==> config.mk <==
export PLATFORM = sky130hd
export DESIGN_NAME = mealy_seq_detector
export DESIGN_NICKNAME = d
export VERILOG_FILES = /design/src/rtl/mealy_seq_detector.sv
export SDC_FILE = /design/constraint.sdc
export NUM_CORES = 1
export LEC_CHECK = 0
export ABC_CLOCK_PERIOD_IN_PS = 2850
export BUFFER_PORTS_ARGS = -buffer_cell sky130_fd_sc_hd__buf_2
export CORE_MARGIN = 8
export CORE_UTILIZATION = 40
export DETAILED_ROUTE_END_ITERATION = 7
export PLACE_DENSITY = 0.66
export SLEW_MARGIN = 5
export SYNTH_ARGS = -nofsm -noshare
export SYNTH_HDL_FRONTEND = slang
export SYNTH_SLANG_ARGS = --single-unit
==> constraint.sdc <==
create_clock -name clk -period 2.85 [get_ports clk]
set_input_delay 0 -clock clk [delete_from_list [all_inputs] [get_ports clk]]
set_output_delay 0 -clock clk [all_outputs]
set_load 0.005 [all_outputs]
==> src/rtl/mealy_seq_detector.sv <==
// -----------------------------------------------------------------------------
// mealy_seq_detector
//   Runtime-programmable Mealy sequence detector. Watches a serial bit stream
//   (qualified by in_valid) for a PAT_W-bit pattern loaded at runtime, with
//   overlapping or non-overlapping detection selected at load time.
//
//   Optional feature macro: MEALY_MATCH_CNT_EN
//     defined   -> saturating match counter (match_cnt / cnt_sat) is built
//     undefined -> no counter flops; match_cnt and cnt_sat tie to 0
//
// Ports
//   clk          in   single clock, posedge
//   rst_n        in   asynchronous active-low reset
//   in_valid     in   qualifies in_bit this cycle
//   in_bit       in   serial data bit
//   cfg_load     in   latch pattern / cfg_overlap, clear history (wins over in_valid)
//   pattern      in   PAT_W-bit pattern, pattern[PAT_W-1] is the first bit received
//   cfg_overlap  in   1 = overlapping detection, 0 = non-overlapping
//   match        out  combinational Mealy output, high in the cycle of the last bit
//   match_q      out  match delayed by one clock
//   fill         out  FSM state: number of valid history bits held (0..PAT_W)
//   match_cnt    out  saturating count of matches
//   cnt_sat      out  high while match_cnt is all-ones
// -----------------------------------------------------------------------------
module mealy_seq_detector #(
  parameter int PAT_W = 4,
  parameter int CNT_W = 8
) (
  input  logic                       clk,
  input  logic                       rst_n,
  input  logic                       in_valid,
  input  logic                       in_bit,
  input  logic                       cfg_load,
  input  logic [PAT_W-1:0]           pattern,
  input  logic                       cfg_overlap,
  output logic                       match,
  output logic                       match_q,
  output logic [$clog2(PAT_W+1)-1:0] fill,
  output logic [CNT_W-1:0]           match_cnt,
  output logic                       cnt_sat
);

  localparam int FILL_W = $clog2(PAT_W + 1);
  localparam logic [FILL_W-1:0] FILL_FULL = FILL_W'(PAT_W);
  localparam logic [FILL_W-1:0] FILL_ARM  = FILL_W'(PAT_W - 1);

  // Coarse view of the fill-level FSM: a match is only possible once enough
  // history has been collected that the current bit completes a full window.
  typedef enum logic {
    ST_PRIME = 1'b0,
    ST_ARMED = 1'b1
  } arm_t;

  logic [PAT_W-1:0]  r_pat;
  logic              r_overlap;
  logic [PAT_W-2:0]  r_hist;
  logic [FILL_W-1:0] r_fill;
  logic              r_match_q;

  logic [FILL_W-1:0] w_fill_eff;
  logic [FILL_W-1:0] w_fill_nxt;
  logic [PAT_W-2:0]  w_hist_nxt;
  logic [PAT_W-1:0]  w_window;
  logic              w_shift_en;
  logic              w_match;
  arm_t              w_arm;

  // Unreachable encodings above PAT_W collapse to S0.
  assign w_fill_eff = (r_fill > FILL_FULL) ? '0 : r_fill;
  assign w_arm      = (w_fill_eff >= FILL_ARM) ? ST_ARMED : ST_PRIME;

  // Candidate window: stored history with the live bit appended as the newest.
  // Taking the low PAT_W-1 bits of it is also the shifted history, which keeps
  // PAT_W=2 (1-bit history) free of negative slices.
  assign w_window   = {r_hist, in_bit};
  assign w_shift_en = in_valid & ~cfg_load;
  assign w_match    = w_shift_en & (w_arm == ST_ARMED) & (w_window == r_pat);

  // Configuration registers
  always_ff @(posedge clk or negedge rst_n) begin
    if (!rst_n) begin
      r_pat     <= '0;
      r_overlap <= 1'b1;
    end else if (cfg_load) begin
      r_pat     <= pattern;
      r_overlap <= cfg_overlap;
    end
  end

  // FSM state register (fill level) plus history
  always_ff @(posedge clk or negedge rst_n) begin
    if (!rst_n) begin
      r_fill    <= '0;
      r_hist    <= '0;
      r_match_q <= 1'b0;
    end else begin
      r_fill    <= w_fill_nxt;
      r_hist    <= w_hist_nxt;
      r_match_q <= w_match;
    end
  end

  // Next-state logic
  always_comb begin
    w_fill_nxt = w_fill_eff;
    w_hist_nxt = r_hist;
    if (cfg_load) begin
      w_fill_nxt = '0;
      w_hist_nxt = '0;
    end else if (in_valid) begin
      if (w_match && !r_overlap) begin
        // Non-overlapping: the matched bits may not seed the next match.
        w_fill_nxt = '0;
        w_hist_nxt = '0;
      end else if (w_match) begin
        w_fill_nxt = FILL_FULL;
        w_hist_nxt = w_window[PAT_W-2:0];
      end else begin
        w_fill_nxt = (w_fill_eff >= FILL_FULL) ? FILL_FULL
                                               : w_fill_eff + FILL_W'(1);
        w_hist_nxt = w_window[PAT_W-2:0];
      end
    end
  end

  assign match   = w_match;
  assign match_q = r_match_q;
  assign fill    = r_fill;

`ifdef MEALY_MATCH_CNT_EN
  logic [CNT_W-1:0] r_cnt;

  // Saturating counter: sticks at all-ones instead of wrapping.
  always_ff @(posedge clk or negedge rst_n) begin
    if (!rst_n) begin
      r_cnt <= '0;
    end else if (w_match && !(&r_cnt)) begin
      r_cnt <= r_cnt + CNT_W'(1);
    end
  end

  assign match_cnt = r_cnt;
  assign cnt_sat   = &r_cnt;
`else
  assign match_cnt = '0;
  assign cnt_sat   = 1'b0;
`endif

endmodule
==> impl_metrics.json <==
{
  "outcome": "finished clean",
  "dieArea_um2": 3210,
  "overflow": 0,
  "clk_latency_ps": 280,
  "wl_per_cell_um": 12.4,
  "io_buffers": 14,
  "topRoutingLayerUsed": "met3",
  "cp.arrival_ps": 2410,
  "final_layout_size_suffix_gt1_share_pct": 32.5,
  "power.leakage_nw": 0.388,
  "final_cell_mix": "buf_2 (14), dfrtp_1 (11), conb_1 (9), dlygate4sd3_1 (6), mux2_2 (5)",
  "rows": 14,
  "hold_violations": 0,
  "cts_tree": "done",
  "met2_length_um": 580,
  "fin_crit_sh_pct": 79.3,
  "start_kind": "register",
  "ant_nets": 0,
  "holdWs_ps": 29.2,
  "synth_cells": 58,
  "layout_commonest_cell": "buf_2",
  "critPathMaxFanout": 4,
  "dp_slack_ps": 632,
  "power.total_mw": 0.356,
  "cts_inserted_buffers": 3,
  "fin_crit_ps": 2260,
  "worst_path_most_repeated_cell": "ha_1",
  "path_clk_slew_ps": 80,
  "routabilityCongestion": 0.758,
  "end_kind": "register",
  "area_delta_synth_final_pct": 19.3,
  "dpl.hpwl_um": 927,
  "cp_slowest_cell": "or4_4",
  "setup_ws_ps": 590,
  "ys_top_cells_by_area": "dfrtp_1 (42%), buf_4 (10%), mux2_2 (8.5%)",
  "antenna_found_initial": 0,
  "synth.distinct_cells": 22,
  "clock_skew_ps": 13.4,
  "fmax_mhz": 443,
  "first_global_vias": 477,
  "grt_usage_pct": 7.86,
  "ios": 24,
  "wirelength_um": 1190,
  "maxCapViolCount": 0,
  "yosysTopAreaCell": "dfrtp_1",
  "yosys.area.top_type_share_pct": 41.6,
  "cts_buffer_depth": 2,
  "worstPathCellList": "nor2b_1 > ha_1 > inv_1 > ha_1 > or3_1 > or4_4 > a32o_1",
  "p_per_area_nw_per_um2": 451,
  "vias": 459,
  "antenna_cells": 0,
  "hold_class": "in -> reg",
  "viasPerCell": 4.78,
  "peakVddDrop_uv": 324,
  "post_cts_buffers": 0,
  "syn_avg_cell_area_um2": 11.4,
  "cts_root_buffer": "clkbuf_4",
  "cts.sinks": 12,
  "dr.pass1.iters": 4,
  "cts_max_level": 1,
  "nets": 93,
  "die_y_um": 56.7,
  "core_area_um2": 1520,
  "ys_seq_elements": 12,
  "drt_iter0_markers": 7,
  "slew_viol_final": 0,
  "yosys_warnings": 0,
  "drc": 0,
  "grt_pass1_wl_um": 2050,
  "cp.required_ps": 3000,
  "drt-met1-wl_um": 474,
  "setup_violations": 0,
  "path_class": "reg -> reg",
  "grt_max_degree": 13,
  "slowest_delay_ps": 440,
  "die_w_um": 56.7,
  "netlist_area_um2": 662,
  "rsz0062_at_grt": "false",
  "wl_met3_um": 132,
  "initial_core_util_pct": 43.4,
  "ys_seq_area_share_pct": 45.6,
  "fin_tns_setup_ps": 0
}
[cell type report]
cell class | instances | area [um^2]
multi-input combinational | 43 | 308
timing repair buffer | 20 | 130
tap | 16 | 20.0
fill | 147 | 734
inverter | 1 | 3.75
sequential | 12 | 302
clock buffer | 4 | 26.3
[what timing repair did]
item | 4_1_cts | 5_1_grt
resized for setup | 0 | 0
endpoints found under the hold margin | 17 | 0
hold buffers | 6 | 0
[power by group]
| part | switching, mW | total (mW) | internal [mW] | leakage [nW] |
|---|---|---|---|---|
| clock | 0.0549 | 0.109 | 0.0542 | 0.0150 |
| sequential | 0.00727 | 0.190 | 0.182 | 0.153 |
| combinational | 0.0270 | 0.0571 | 0.0302 | 0.220 |
| total | 0.0892 | 0.356 | 0.267 | 0.388 |
[layer usage]
metal	GRT usage, %	up-vias
met5	0	-
met4	1.03	0
met3	6.52	0
met2	12.7	19
met1	7.78	213
li1	-	227
[synthesized netlist by cell type]
| cell type | count |
|---|---|
| nand3_1 | 1 |
| nor2b_1 | 4 |
| buf_6 | 1 |
| mux2_2 | 5 |
| or4_4 | 1 |
| a32o_1 | 3 |
| conb_1 | 1 |
| o2bb2ai_1 | 2 |
| dfrtp_1 | 11 |
| nor2_1 | 3 |
| inv_1 | 1 |
| a21o_1 | 1 |
| or3_1 | 1 |
| a21oi_1 | 1 |
| ha_1 | 2 |
| xor2_1 | 2 |
| buf_4 | 9 |
| nor3_2 | 1 |
| nand2_1 | 4 |
| nand2b_4 | 1 |
| dfstp_2 | 1 |
| xnor2_1 | 2 |
[path summary, 6_finish.rpt]
path                            startpoint         to  slack, ps  depth (start not counted)
worst max-delay path               fill[2]  r_hist[0]        590                          7
worst min-delay path                in_bit  r_hist[0]         30                          2
worst max register to register     fill[2]  r_hist[0]        590                          7
worst min register to register   r_hist[2]  r_hist[2]        530                          1
max in group asynchronous            rst_n  r_overlap       2440                          2
min in group asynchronous            rst_n  r_hist[1]        130                          2
[flip-flops by register name, indices dropped and copies added, names as in the netlist]
name	cells
fill	3
match_q	1
r_hist	3
r_overlap	1
r_pat	4
[cell families after synthesis]
| group | count (synthesis) | synth area share (%) |
|---|---|---|
| compound gates | 7 | 9.07 |
| other cells | 1 | 0.567 |
| simple gates | 16 | 14.7 |
| xor+xnor | 4 | 5.29 |
| fa+ha+maj | 2 | 3.78 |
| flops | 12 | 45.6 |
| buf+inv | 11 | 12.5 |
| mux | 5 | 8.51 |
[critical path: cells and delay by family (launching register included)]
| kind | cells | cell delay, ps |
|---|---|---|
| simple gates | 3 | 1060 |
| flops | 1 | 410 |
| fa+ha+maj | 2 | 350 |
| compound gates | 1 | 280 |
| buf+inv | 1 | 40 |
[stage by stage]
stage / cells / util [%] / cell area (um^2)
floorplan: 66 / - / 692
global placement: 86 / 46.1 / 703
detailed placement: 86 / 46.1 / 703
CTS: 96 / 51.8 / 790
global route: 96 / 51.8 / 790
finish: 96 / 51.8 / 790
Power figures use the tool's default switching activity.
